## src/rtl/wimax_burst_ctrl_pkg.sv

```systemverilog
// ----------------------------------------------------------------------------
// Package_wimax
//   Shared definitions for the WiMAX PHY transmit front end.
//   - burst_state_t        : burst sequencer state encoding
//   - WIMAX_BLOCK_BITS     : bits per randomizer/FEC block
//   - WIMAX_SYMS_PER_BLOCK : QPSK rate-1/2 modulator symbols per block
// ----------------------------------------------------------------------------
package Package_wimax;

    localparam int WIMAX_BLOCK_BITS     = 96;
    localparam int WIMAX_SYMS_PER_BLOCK = 96;

    typedef enum logic [2:0] {
        IDLE,
        LOAD,
        FETCH,
        STREAM,
        GAP,
        DRAIN,
        DONE
    } burst_state_t;

endpackage

```

## src/rtl/wimax_burst_ctrl.sv

```systemverilog
// ----------------------------------------------------------------------------
// wimax_burst_ctrl
//   Burst sequencer in front of the PHY transmit chain. Accepts a request for
//   N blocks, pulses the PRBS seed load, serializes each block MSB-first into
//   the randomizer under ready/valid and inserts an idle gap between blocks.
//
//   Optional feature macro: WIMAX_BURST_DRAIN_EN
//     defined   -> burst held open (DRAIN) until num_blocks*SYMS_PER_BLOCK
//                  sym_tick pulses have been counted since LOAD
//     undefined -> DONE follows the last streamed bit, sym_tick unused
//
//   Ports
//     clk_50, reset          : clock, synchronous active-high reset
//     start, num_blocks      : burst request and length (clamped to MAX_BLOCKS)
//     abort                  : cancel the active burst
//     blk_data/valid/ready   : block source handshake
//     prbs_load, prbs_en     : randomizer seed load / enable
//     prbs_data_in/valid_in  : serial bit stream, prbs_ready_out back-pressure
//     sym_tick               : one pulse per modulator symbol
//     busy, done, aborted    : status; done/aborted are one-cycle pulses
//     blk_count              : blocks fully sent in current/last burst
//   All outputs are registered.
// ----------------------------------------------------------------------------
module wimax_burst_ctrl
    import Package_wimax::*;
#(
    parameter int BLOCK_BITS     = WIMAX_BLOCK_BITS,
    parameter int MAX_BLOCKS     = 16,
    parameter int GAP_CYCLES     = 4,
    parameter int SYMS_PER_BLOCK = WIMAX_SYMS_PER_BLOCK
) (
    input  logic                              clk_50,
    input  logic                              reset,
    input  logic                              start,
    input  logic [$clog2(MAX_BLOCKS+1)-1:0]   num_blocks,
    input  logic                              abort,
    input  logic [BLOCK_BITS-1:0]             blk_data,
    input  logic                              blk_valid,
    output logic                              blk_ready,
    output logic                              prbs_load,
    output logic                              prbs_en,
    output logic                              prbs_data_in,
    output logic                              prbs_valid_in,
    input  logic                              prbs_ready_out,
    input  logic                              sym_tick,
    output logic                              busy,
    output logic                              done,
    output logic                              aborted,
    output logic [$clog2(MAX_BLOCKS+1)-1:0]   blk_count
);

    localparam int CNT_W = $clog2(MAX_BLOCKS + 1);
    localparam int BIT_W = $clog2(BLOCK_BITS);
    localparam int GAP_W = (GAP_CYCLES > 1) ? $clog2(GAP_CYCLES) : 1;

    burst_state_t            state, state_nxt;
    logic [BLOCK_BITS-1:0]   shreg;
    logic [BIT_W-1:0]        bit_cnt;
    logic [CNT_W-1:0]        num_lat;
    logic [CNT_W-1:0]        num_clamp;
    logic [GAP_W-1:0]        gap_cnt;
    logic                    start_ok;
    logic                    start_zero;
    logic                    blk_take;
    logic                    bit_take;
    logic                    last_blk;

`ifdef WIMAX_BURST_DRAIN_EN
    localparam int SYM_W = $clog2(MAX_BLOCKS * SYMS_PER_BLOCK + 1);
    logic [SYM_W-1:0] sym_cnt, sym_cnt_nxt, sym_target;
    logic             sym_inc;

    // Counts from LOAD through DRAIN; saturates so it can never wrap.
    assign sym_inc     = sym_tick && !(state inside {IDLE, DONE}) && (sym_cnt != '1);
    assign sym_cnt_nxt = sym_cnt + SYM_W'(sym_inc);
    assign sym_target  = SYM_W'(num_lat) * SYM_W'(SYMS_PER_BLOCK);
`else
    logic unused_sym_tick;
    assign unused_sym_tick = sym_tick;
`endif

    assign num_clamp  = (num_blocks > CNT_W'(MAX_BLOCKS)) ? CNT_W'(MAX_BLOCKS) : num_blocks;
    assign start_ok   = (state == IDLE) && start && (num_blocks != '0);
    assign start_zero = (state == IDLE) && start && (num_blocks == '0);
    assign blk_take   = (state == FETCH) && blk_valid && blk_ready;
    assign bit_take   = (state == STREAM) && prbs_ready_out;
    assign last_blk   = (blk_count + CNT_W'(1)) == num_lat;

    always_comb begin
        state_nxt = state;
        unique case (state)
            IDLE:   if (start_ok) state_nxt = LOAD;
            LOAD:   state_nxt = FETCH;
            FETCH:  if (blk_take) state_nxt = STREAM;
            STREAM: begin
                if (bit_take && (bit_cnt == '0)) begin
                    if (last_blk) begin
`ifdef WIMAX_BURST_DRAIN_EN
                        state_nxt = DRAIN;
`else
                        state_nxt = DONE;
`endif
                    end else if (GAP_CYCLES == 0) begin
                        state_nxt = FETCH;
                    end else begin
                        state_nxt = GAP;
                    end
                end
            end
            GAP:    if (gap_cnt == GAP_W'(GAP_CYCLES - 1)) state_nxt = FETCH;
`ifdef WIMAX_BURST_DRAIN_EN
            DRAIN:  if (sym_cnt_nxt >= sym_target) state_nxt = DONE;
`else
            DRAIN:  state_nxt = IDLE;
`endif
            DONE:   state_nxt = IDLE;
            default: state_nxt = IDLE;
        endcase
        // abort outranks every other transition, completion included
        if (abort && (state != IDLE)) state_nxt = IDLE;
    end

    // Moore outputs are registered from the next state so they line up with
    // the state they describe without any input-to-output combinational path.
    always_ff @(posedge clk_50) begin
        if (reset) begin
            state         <= IDLE;
            shreg         <= '0;
            bit_cnt       <= '0;
            num_lat       <= '0;
            gap_cnt       <= '0;
            blk_count     <= '0;
            blk_ready     <= 1'b0;
            prbs_load     <= 1'b0;
            prbs_en       <= 1'b0;
            prbs_data_in  <= 1'b0;
            prbs_valid_in <= 1'b0;
            busy          <= 1'b0;
            done          <= 1'b0;
            aborted       <= 1'b0;
`ifdef WIMAX_BURST_DRAIN_EN
            sym_cnt       <= '0;
`endif
        end else begin
            state         <= state_nxt;
            busy          <= (state_nxt != IDLE);
            prbs_load     <= (state_nxt == LOAD);
            blk_ready     <= (state_nxt == FETCH);
            prbs_en       <= state_nxt inside {LOAD, FETCH, STREAM, GAP, DRAIN};
            prbs_valid_in <= (state_nxt == STREAM);
            done          <= (state_nxt == DONE) || start_zero;
            aborted       <= abort && (state != IDLE);
`ifdef WIMAX_BURST_DRAIN_EN
            sym_cnt       <= start_ok ? '0 : sym_cnt_nxt;
`endif

            if (start_ok) begin
                num_lat   <= num_clamp;
                blk_count <= '0;
            end

            if (blk_take) begin
                shreg        <= blk_data;
                bit_cnt      <= BIT_W'(BLOCK_BITS - 1);
                prbs_data_in <= blk_data[BLOCK_BITS-1];
            end

            if (bit_take) begin
                if (bit_cnt == '0) begin
                    blk_count <= blk_count + CNT_W'(1);
                    gap_cnt   <= '0;
                end else begin
                    bit_cnt      <= bit_cnt - BIT_W'(1);
                    prbs_data_in <= shreg[bit_cnt - BIT_W'(1)];
                end
            end

            if (state == GAP) gap_cnt <= gap_cnt + GAP_W'(1);

            // Data line parks low whenever nothing is being offered.
            if (state_nxt != STREAM) prbs_data_in <= 1'b0;
        end
    end

endmodule

```

## config.mk

```make
export PLATFORM = sky130hd
export DESIGN_NAME = wimax_burst_ctrl
export DESIGN_NICKNAME = d
export VERILOG_FILES = /design/src/rtl/wimax_burst_ctrl_pkg.sv /design/src/rtl/wimax_burst_ctrl.sv
export SDC_FILE = /design/constraint.sdc
export NUM_CORES = 1
export LEC_CHECK = 0
export BUFFER_PORTS_ARGS = -buffer_cell sky130_fd_sc_hd__buf_4
export CAP_MARGIN = 40
export CORE_MARGIN = 2
export CORE_UTILIZATION = 55
export DETAILED_ROUTE_END_ITERATION = 6
export PLACE_DENSITY = 0.8
export SYNTH_ARGS = -nofsm -noshare
export SYNTH_HDL_FRONTEND = slang
export SYNTH_SLANG_ARGS = --single-unit
```

## constraint.sdc

```tcl
create_clock -name clk_50 -period 6.31 [get_ports clk_50]
set_input_delay 0.631 -clock clk_50 [delete_from_list [all_inputs] [get_ports clk_50]]
set_output_delay 0.631 -clock clk_50 [all_outputs]
set_load 0.01 [all_outputs]
```

==> qor.yml <==
dp_slack_ns: 3.01
critical_path_class: "reg -> reg"
mostFrequentLayoutCell: "nand2_1"
core_area_sq_um: 10200
rr_endpoint: "prbs_data_in"
grt_pass1_vias: 4981
crit_arrival_ns: 3.67
post_cts.repair.setup_buffers: 0
hold_start: "blk_data[61]"
final_util_pct: 70.8
fmax_mhz: 305
netlist_instances: 671
async_reset_ff_share_pct: 0
path_clk_slew_ns: 0.06
layout-drive-gt1-share_pct: 24.9
tightestPinTransition_ns: 0.718
fin_tns_setup_ns: 0
num_vias: 5105
start_util_pct: 56.2
maxUsedRoutingLayer: "met4"
synth_seq_cells: 126
reg2reg_depth: 9
vias_per_cell: 5.58
htree_levels: 4
io_pins: 121
setup_violations: 0
rows: 37
grt_antenna_before_repair: 0
timing.rr.start: "bit_cnt[0]"
grt_pass1_wl_microns: 22700
place.gp.congestion: 0.872
clockRootBuffer: "clkbuf_8"
seq_area_frac_synth_pct: 43.9
start_kind: "register"
peakVddDrop_uv: 139
die_y_microns: 106
grt_max_degree: 70
r2r_slack_ns: 3.04
post-route-period-util_pct: 51.9
io_buffer_count: 119
cts_tree: "yes"
drcViolationCount: 0
wl_per_cell_microns: 15.0
ctsHoldBuffers: 0
clock_latency_ns: 0.52
die-area_sq_um: 11300
hold_path_depth: 3
antenna_cells: 0
slew_violations: 0
met3_length_microns: 833
synth.distinct_cells: 62
holdWs_ns: 0.354
layout.nets: 878
ant_nets: 0
drt-initial-drc-count: 398
status: "finished, final reports clean"
min_path_type: "in -> reg"
cp.required_ns: 6.71
synth_edf_count: 0
rsz0062_at_grt: "no"
nFillCells: 798
numCtsBuffers: 17
p_leak_nw: 2.74
syn2layout_area_growth_pct: 26.0
firstDrtPassIters: 5
drt-total-wl_microns: 13700
placed_cells: 883
grtUsageTotal_pct: 25.1
synth_area_sq_um: 5750
fin_cells: 915
met1_length_microns: 5550
synth_nets: 783
max-cap-violations: 0
met2_length_microns: 7120
fin_ws_ns: 3.04
cts_resized: 0
yosysWarnings: 0
die_x_microns: 106
maxSlewHeadroom_pct: 52.1
skew_ns: 0.00691
clock-sinks: 126
dpl.hpwl_microns: 9070
crit_fanout: 24
synth.avg_cell_area_sq_um: 8.57
hold_viol: 0
powerDensity_nw_per_um2: 260
layout_common_cells: "nand2_1, dfxtp_1, buf_4"
final.min_clock_period_ns: 3.27
grt_overflow: 0
ctsLongestPathBuffers: 2
end_kind: "register"
synthFlopType: "dfxtp_1"
holdPathEnd: "shreg[61]"
power by group:
| group | switching, mW | internal [mW] | total [mW] |
|---|---|---|---|
| combinational | 0.0587 | 0.0689 | 0.128 |
| clock | 0.361 | 0.585 | 0.946 |
| sequential | 0.00778 | 0.806 | 0.814 |
kinds of logic (layout without fill, tap and decap cells):
logic type,count (synthesis),in the layout,synth area share (%)
simple gates,283,283,21.2
xor+xnor,9,9,1.70
flops,126,126,43.9
mux,35,35,11.7
fa+ha+maj,4,4,0.871
compound gates,158,158,15.6
buf+inv,56,164,5.05
layer usage:
metal,GRT usage [%],vias up
li1,-,2518
met1,30.1,2385
met2,44.3,184
met3,5.95,18
met4,8.18,0
met5,0,-
synth_stat cells (3+ instances only):
| master | count | area, sq um |
|---|---|---|
| nand3_1 | 13 | 65.1 |
| buf_6 | 5 | 56.3 |
| dfxtp_1 | 126 | 2520 |
| buf_1 | 4 | 15.0 |
| xnor2_1 | 5 | 43.8 |
| o21ai_0 | 5 | 25.0 |
| clkbuf_1 | 29 | 109 |
| a222oi_1 | 3 | 30.0 |
| mux2_2 | 4 | 45.0 |
| and2_1 | 5 | 31.3 |
| a211oi_1 | 4 | 30.0 |
| buf_2 | 7 | 35.0 |
| nor3_1 | 9 | 45.0 |
| mux2i_1 | 7 | 70.1 |
| nor3b_1 | 3 | 22.5 |
| inv_1 | 6 | 22.5 |
| ha_1 | 4 | 50.1 |
| mux4_1 | 4 | 105 |
| o21ai_1 | 5 | 25.0 |
| mux4_2 | 20 | 450 |
| nand2_1 | 214 | 803 |
| a311oi_1 | 4 | 35.0 |
| o21a_1 | 3 | 22.5 |
| xor2_1 | 3 | 26.3 |
| nor2_1 | 18 | 67.6 |
| a21oi_1 | 115 | 576 |
| a31oi_1 | 3 | 18.8 |
state kept, by name (all words and copies together) (netlist names):
register,count
shreg,96
bit_cnt,7
blk_count,5
num_lat,5
state,3
gap_cnt,2
aborted,1
blk_ready,1
busy,1
done,1
prbs_data_in,1
prbs_en,1
prbs_load,1
prbs_valid_in,1
worst max path at each step:
stage	start	end	slack, ns	depth (start not counted)
after floorplan	bit_cnt[0]	prbs_data_in	3.58	12
after global placement	bit_cnt[0]	prbs_data_in	2.76	8
after detailed placement	bit_cnt[0]	prbs_data_in	3.01	9
after CTS	bit_cnt[0]	prbs_data_in	3.00	9
after global routing	bit_cnt[0]	prbs_data_in	2.84	9
final	bit_cnt[0]	prbs_data_in	3.04	9
worst max-delay path, stage by stage (launching register included):
cell	delay, ns
dfxtp_2	0.42
buf_12	0.23
inv_6	0.06
ha_1	0.36
xor2_4	0.65
mux4_1	0.65
mux2_2	0.30
and2_0	0.15
and4bb_1	0.26
a211oi_2	0.04
final cells by class:
cell class / instances / area [sq um] / area share [%]
Tap cell: 136 / 170 / 2.35
Inverter: 7 / 31.3 / 0.432
Multi-Input combinational cell: 489 / 2950 / 40.7
Clock inverter: 12 / 136 / 1.88
Timing Repair Buffer: 125 / 991 / 13.7
Clock buffer: 20 / 445 / 6.15
Sequential cell: 126 / 2520 / 34.8
metrics by stage:
step | total power, mW | area [sq um]
after floorplan | 0.887 | 5750
after global placement | 0.953 | 6580
after detailed placement | 0.957 | 6660
after CTS | 1.90 | 7240
after global routing | 1.95 | 7240
final | 1.89 | 7240
Power figures use the tool's default switching activity.
